**src/rtl/ksa_pkg.sv**
```systemverilog
// Shared types and elaboration helpers for the Kogge-Stone adder.
package ksa_pkg;

    // Group generate/propagate pair carried through the prefix tree.
    typedef struct packed {
        logic g;
        logic p;
    } gp_t;

    // Number of prefix levels: ceil(log2(n)), 0 when n == 1.
    function automatic int unsigned prefix_depth(input int unsigned n);
        int unsigned d;
        d = 0;
        for (int unsigned k = 0; k < 32; k++) begin
            if ((64'd1 << k) < 64'(n)) begin
                d = k + 1;
            end
        end
        return d;
    endfunction

endpackage

```
**src/rtl/ksa_pg_cell.sv**
```systemverilog
// Black prefix cell: merges a higher group (hi) with the adjacent lower group (lo).
module ksa_pg_cell (
    input  logic i_g_hi,
    input  logic i_p_hi,
    input  logic i_g_lo,
    input  logic i_p_lo,
    output logic o_g,
    output logic o_p
);

    assign o_g = i_g_hi | (i_p_hi & i_g_lo);
    assign o_p = i_p_hi & i_p_lo;

endmodule

```
**src/rtl/ksa_adder.sv**
```systemverilog
// N-bit Kogge-Stone adder: {cout, s} = a + b + cin.
// Define KSA_OUT_REG_EN to register s/cout (1-cycle latency, sync active-low reset).
module ksa_adder
    import ksa_pkg::*;
#(
    parameter int unsigned N = 16
) (
    input  logic         clk,
    input  logic         reset,
    input  logic [N-1:0] a,
    input  logic [N-1:0] b,
    input  logic         cin,
    output logic [N-1:0] s,
    output logic         cout
);

    localparam int unsigned LVL = prefix_depth(N);

    logic [N-1:0] w_g;
    logic [N-1:0] w_p;
    logic [N-1:0] w_c;
    logic [N-1:0] w_s;
    logic         w_cout;
    logic [N-1:0] w_p_final;
    gp_t          w_gp [0:LVL][0:N-1];

    assign w_g = a & b;
    assign w_p = a ^ b;

    // Level 0: cin enters as the bit -1 generate, so bit 0's group propagate is 0.
    for (genvar i = 0; i < N; i++) begin : g_pre
        if (i == 0) begin : g_bit0
            assign w_gp[0][i] = gp_t'{g: w_g[0] | (w_p[0] & cin), p: 1'b0};
        end else begin : g_bitn
            assign w_gp[0][i] = gp_t'{g: w_g[i], p: w_p[i]};
        end
    end

    // Full-width prefix levels; bits below the span pass through.
    for (genvar k = 0; k < LVL; k++) begin : g_lvl
        for (genvar i = 0; i < N; i++) begin : g_bit
            if (i >= (1 << k)) begin : g_cell
                logic w_cg;
                logic w_cp;
                ksa_pg_cell u_cell (
                    .i_g_hi (w_gp[k][i].g),
                    .i_p_hi (w_gp[k][i].p),
                    .i_g_lo (w_gp[k][i - (1 << k)].g),
                    .i_p_lo (w_gp[k][i - (1 << k)].p),
                    .o_g    (w_cg),
                    .o_p    (w_cp)
                );
                assign w_gp[k+1][i] = gp_t'{g: w_cg, p: w_cp};
            end else begin : g_pass
                assign w_gp[k+1][i] = w_gp[k][i];
            end
        end
    end

    for (genvar i = 0; i < N; i++) begin : g_post
        if (i == 0) begin : g_c0
            assign w_c[i] = cin;
        end else begin : g_cn
            assign w_c[i] = w_gp[LVL][i-1].g;
        end
        assign w_p_final[i] = w_gp[LVL][i].p;
    end

    assign w_s    = w_p ^ w_c;
    assign w_cout = w_gp[LVL][N-1].g;

`ifdef KSA_OUT_REG_EN
    logic [N-1:0] r_s;
    logic         r_cout;
    logic         w_unused;

    always_ff @(posedge clk) begin
        if (!reset) begin
            r_s    <= '0;
            r_cout <= 1'b0;
        end else begin
            r_s    <= w_s;
            r_cout <= w_cout;
        end
    end

    assign s        = r_s;
    assign cout     = r_cout;
    assign w_unused = ^w_p_final;
`else
    logic w_unused;

    assign s        = w_s;
    assign cout     = w_cout;
    assign w_unused = ^{clk, reset, w_p_final};
`endif

endmodule

```
**config.mk**
```make
export PLATFORM = sky130hd
export DESIGN_NAME = ksa_adder
export DESIGN_NICKNAME = d
export VERILOG_FILES = /design/src/rtl/ksa_pkg.sv /design/src/rtl/ksa_pg_cell.sv /design/src/rtl/ksa_adder.sv
export SDC_FILE = /design/constraint.sdc
export NUM_CORES = 1
export LEC_CHECK = 0
export ABC_AREA = 0
export CORE_ASPECT_RATIO = 1.25
export CORE_UTILIZATION = 44
export DETAILED_ROUTE_END_ITERATION = 8
export PLACE_DENSITY = 0.9
export SETUP_SLACK_MARGIN = 0.4
export SKIP_LAST_GASP = 1
export SLEW_MARGIN = 5
export SYNTH_ARGS = -nofsm -noshare
export SYNTH_HDL_FRONTEND = slang
export SYNTH_HIERARCHICAL = 1
export SYNTH_SLANG_ARGS = --single-unit
```
**constraint.sdc**
```tcl
create_clock -name vclk -period 2.5
set_clock_uncertainty 0.2 [all_clocks]
set_input_delay 0.375 -clock vclk [all_inputs]
set_output_delay 0.375 -clock vclk [all_outputs]
set_load 0.1 [all_outputs]
```
==> implementation parameters, run 1 <==
Parameter                              Value

Outcome
  Failing step    global placement
  Outcome    aborted with a tool error
  Stop Error    [ERROR GPL-0301] Utilization 104.167 % exceeds 100%.

Synth
  Average footprint of a synthesized cell    roughly 8.4 sq um
  Post-Syn Area    962.2 sq um
  Total number of yosys warnings    6
  Syn Nets    about 170
  Gate count of the mapped netlist    about 110

Floorplan
  Placement Rows    18
  Boundary Pins    between 50 and 60
  Width of the die    43.83 um
  Starting Density    0.4747
  Die Height    54.28 um

Place
  Count of input and output buffers    50
==> inputs of run 2 (changes only) <==
- CORE_AREA: unset -> 2 2 63 65
- CORE_ASPECT_RATIO: 1.25 -> unset
- CORE_UTILIZATION: 44 -> unset
- DIE_AREA: unset -> 0 0 65 67
- PLACE_DENSITY: 0.9 -> unset
- PLACE_DENSITY_LB_ADDON: unset -> 0.15
- SETUP_SLACK_MARGIN: 0.4 -> unset
==> run 2 against run 1 <==
  * Synthesized cell count is the same
  * Synthesized area is the same
  * The run now ends clean
==> implementation parameters, run 2 <==
Parameter                              Value

Setup path
  Worst-path cell chain    buf_6 -> fa_2 -> a21o_1 -> a21o_1 -> a21o_1 -> a21o_1 -> buf_12
  Cell at the slowest stage of the critical path    sky130_fd_sc_hd__fa_2
  Crit path capture type    primary output
  Buffers plus inverters on the worst setup path    2
  Largest fanout on the critical path    3
  Crit-path max cell delay    between 0.4 and 0.5 ns
  Setup crit start kind    primary input
  Most prevalent standard cell on the critical path    sky130_fd_sc_hd__a21o_1
  Critical setup path kind    primary input to primary output
  Kind of cell adding the most delay to the critical path    compound AO/OA/AOI/OAI gates
  Data required time of the worst path    between 1.5 and 2 ns
  Arrival time reported for the critical path endpoint    1.90 ns

Worst hold path
  Hold Crit Start    cin
  Number of cells traversed by the worst hold path    3
  Class of the most critical hold timing path    primary input to primary output
  Sink of the worst hold path    s[0]

Layout
  Fin nets    253
  Area growth from synthesis to final layout    141.5%
  Sequential standard cell area    0 sq um
  Layout cells sized above 1    0.7350
  Clock buffer count in the final layout    0
  Sequential cells    0
  Most frequent cells in the layout    sky130_fd_sc_hd__a21o_1, sky130_fd_sc_hd__buf_4, sky130_fd_sc_hd__and2_4, sky130_fd_sc_hd__buf_2, sky130_fd_sc_hd__buf_12
  Footprint of the multi-input gates    about 0.0014 sq mm
  Fin area    around 0.0023 sq mm
  Finished Layout Cells    approximately 250
  Antenna fix cells    0
  Filler Cell Count    around 310
  Most common library cell in the layout ignoring fill and taps    sky130_fd_sc_hd__a21o_1

Clocking
  Cts hold-fix bufs    0

Floorplan
  Placeable core region    about 0.0036 sq mm
  Die area    0.004355 sq mm
  Die Height    67 um (+23%)
  Starting Density    0.2668 (-0.2079)
  Width of the die    65 um (+48%)
  Placement Rows    22 (+4)
  Boundary Pins    52 (unchanged)

Timing
  Slew @ Worst Pin    0.1761 ns
  Number of max-slew violations in the final report    0
  Number of setup violations in the final report    0
  Worst max-slew margin expressed relative to the limit    0.8826
  Total negative setup slack    0 ns
  Fin crit period    2.470 ns
  Final period utilization    0.9881
  Unrepaired setup endpoints after global routing    true
  Final Hold Fails    0
  Achievable clock frequency    0.4048 GHz

Pwr
  Share of total power in the clock network    0
  Power density cells    536.4 mW/mm^2
  Overall power of the completed layout    1.246 mW
  Switching share of power    0.5712
  Int Power    0.5343 mW
  Logic pwr share    1.000
  Switching power summed over all nets    0.7119 mW
  Leakage component of the power    ~1.2 nW
  Peak supply drop    roughly 0.29 mV
  Sequential share of power    0

Global route
  Vias in the first global route    1277
  Global routing usage summed across all routing layers    0.1554
  Total gr overflow    0
  Number of antenna violations at the first check in global routing    0
  First-pass GRT wire length    around 5500 um
  Pin count of the biggest net entering global routing    5

Place
  Count of input and output buffers    50 (unchanged)
  Detailed-placement wirelength estimate    2848 um
  Placed cell count    around 230
  RePlAce Congestion    0.8067
  Cell Area, Placed    0.002271 sq mm

Route
  DR WL/cell    13.18 um
  DR iter-0 viols    13
  Wire length after detailed routing    3268 um
  # DRC    0
  Count of vias placed by the detailed router    1149
  First drt pass iteration count    2
  Vias per cell    4.633
  Number of nets with antenna violations after detailed routing    0

Synth
  Post-Syn Area    962.2 sq um (unchanged)
  Gate count of the mapped netlist    114 (unchanged)
  Average footprint of a synthesized cell    8.440 sq um (unchanged)
  Syn Nets    165 (unchanged)
  Total number of yosys warnings    6 (unchanged)

Flow run
  Max-cap violation count    0

Outcome
  Outcome    finished, final reports clean
[run 2: per-stage QoR]
| stage | worst slack (ns) | util | hold WS, ns |
|---|---|---|---|
| after CTS | -0.03004 | 0.6516 | 1.024 |
| after floorplan | -0.1766 | - | 0.9074 |
| after detailed placement | -0.3947 | 0.6298 | 1.434 |
| after global placement | -0.3620 | 0.6298 | 1.431 |
| after global routing | -0.03313 | 0.6443 | 1.033 |
| final | 0.02968 | 0.6443 | 1.021 |
[run 2: worst max path at each step]
stage | startpoint | to | slack, ns | cells past startpoint
finish | cin | cout | 0.03 | 7
global route | cin | cout | -0.03 | 7
CTS | cin | s[14] | -0.03 | 7
detailed placement | a[0] | s[12] | -0.39 | 7
global placement | a[6] | s[14] | -0.36 | 8
floorplan | a[0] | s[12] | -0.18 | 5
[run 2: cell type report]
type | instances | area share
multi-input cells | 114 | 0.6166
well taps | 48 | 0.02585
repair buffers | 86 | 0.3576
[run 2: timing repair]
action | 4_1_cts | 5_1_grt
endpoints found under the hold margin | 0 | 0
gates cloned | 0 | 0
setup endpoints to repair | 15 | 9
gates resized for setup | 121 | 12
pin swaps | 43 | 22
setup buffers | 15 | 0
[run 2: power groups by stage]
stage	Combinational, mW	Sequential (mW)	Clock, mW
global placement	1.21	0	0
finish	1.25	0	0
detailed placement	1.22	0	0
floorplan	0.781	0	0
global route	1.30	0	0
CTS	1.25	0	0
[run 2: routing by layer]
metal,up-vias,wire (um),GRT usage
met3,2,94,0.006757
met2,20,1900,0.3183
li1,566,-,-
met5,-,0,0
met4,0,23,0.01862
met1,561,1249,0.1801
No activity file was read; power rests on OpenSTA's default activity.
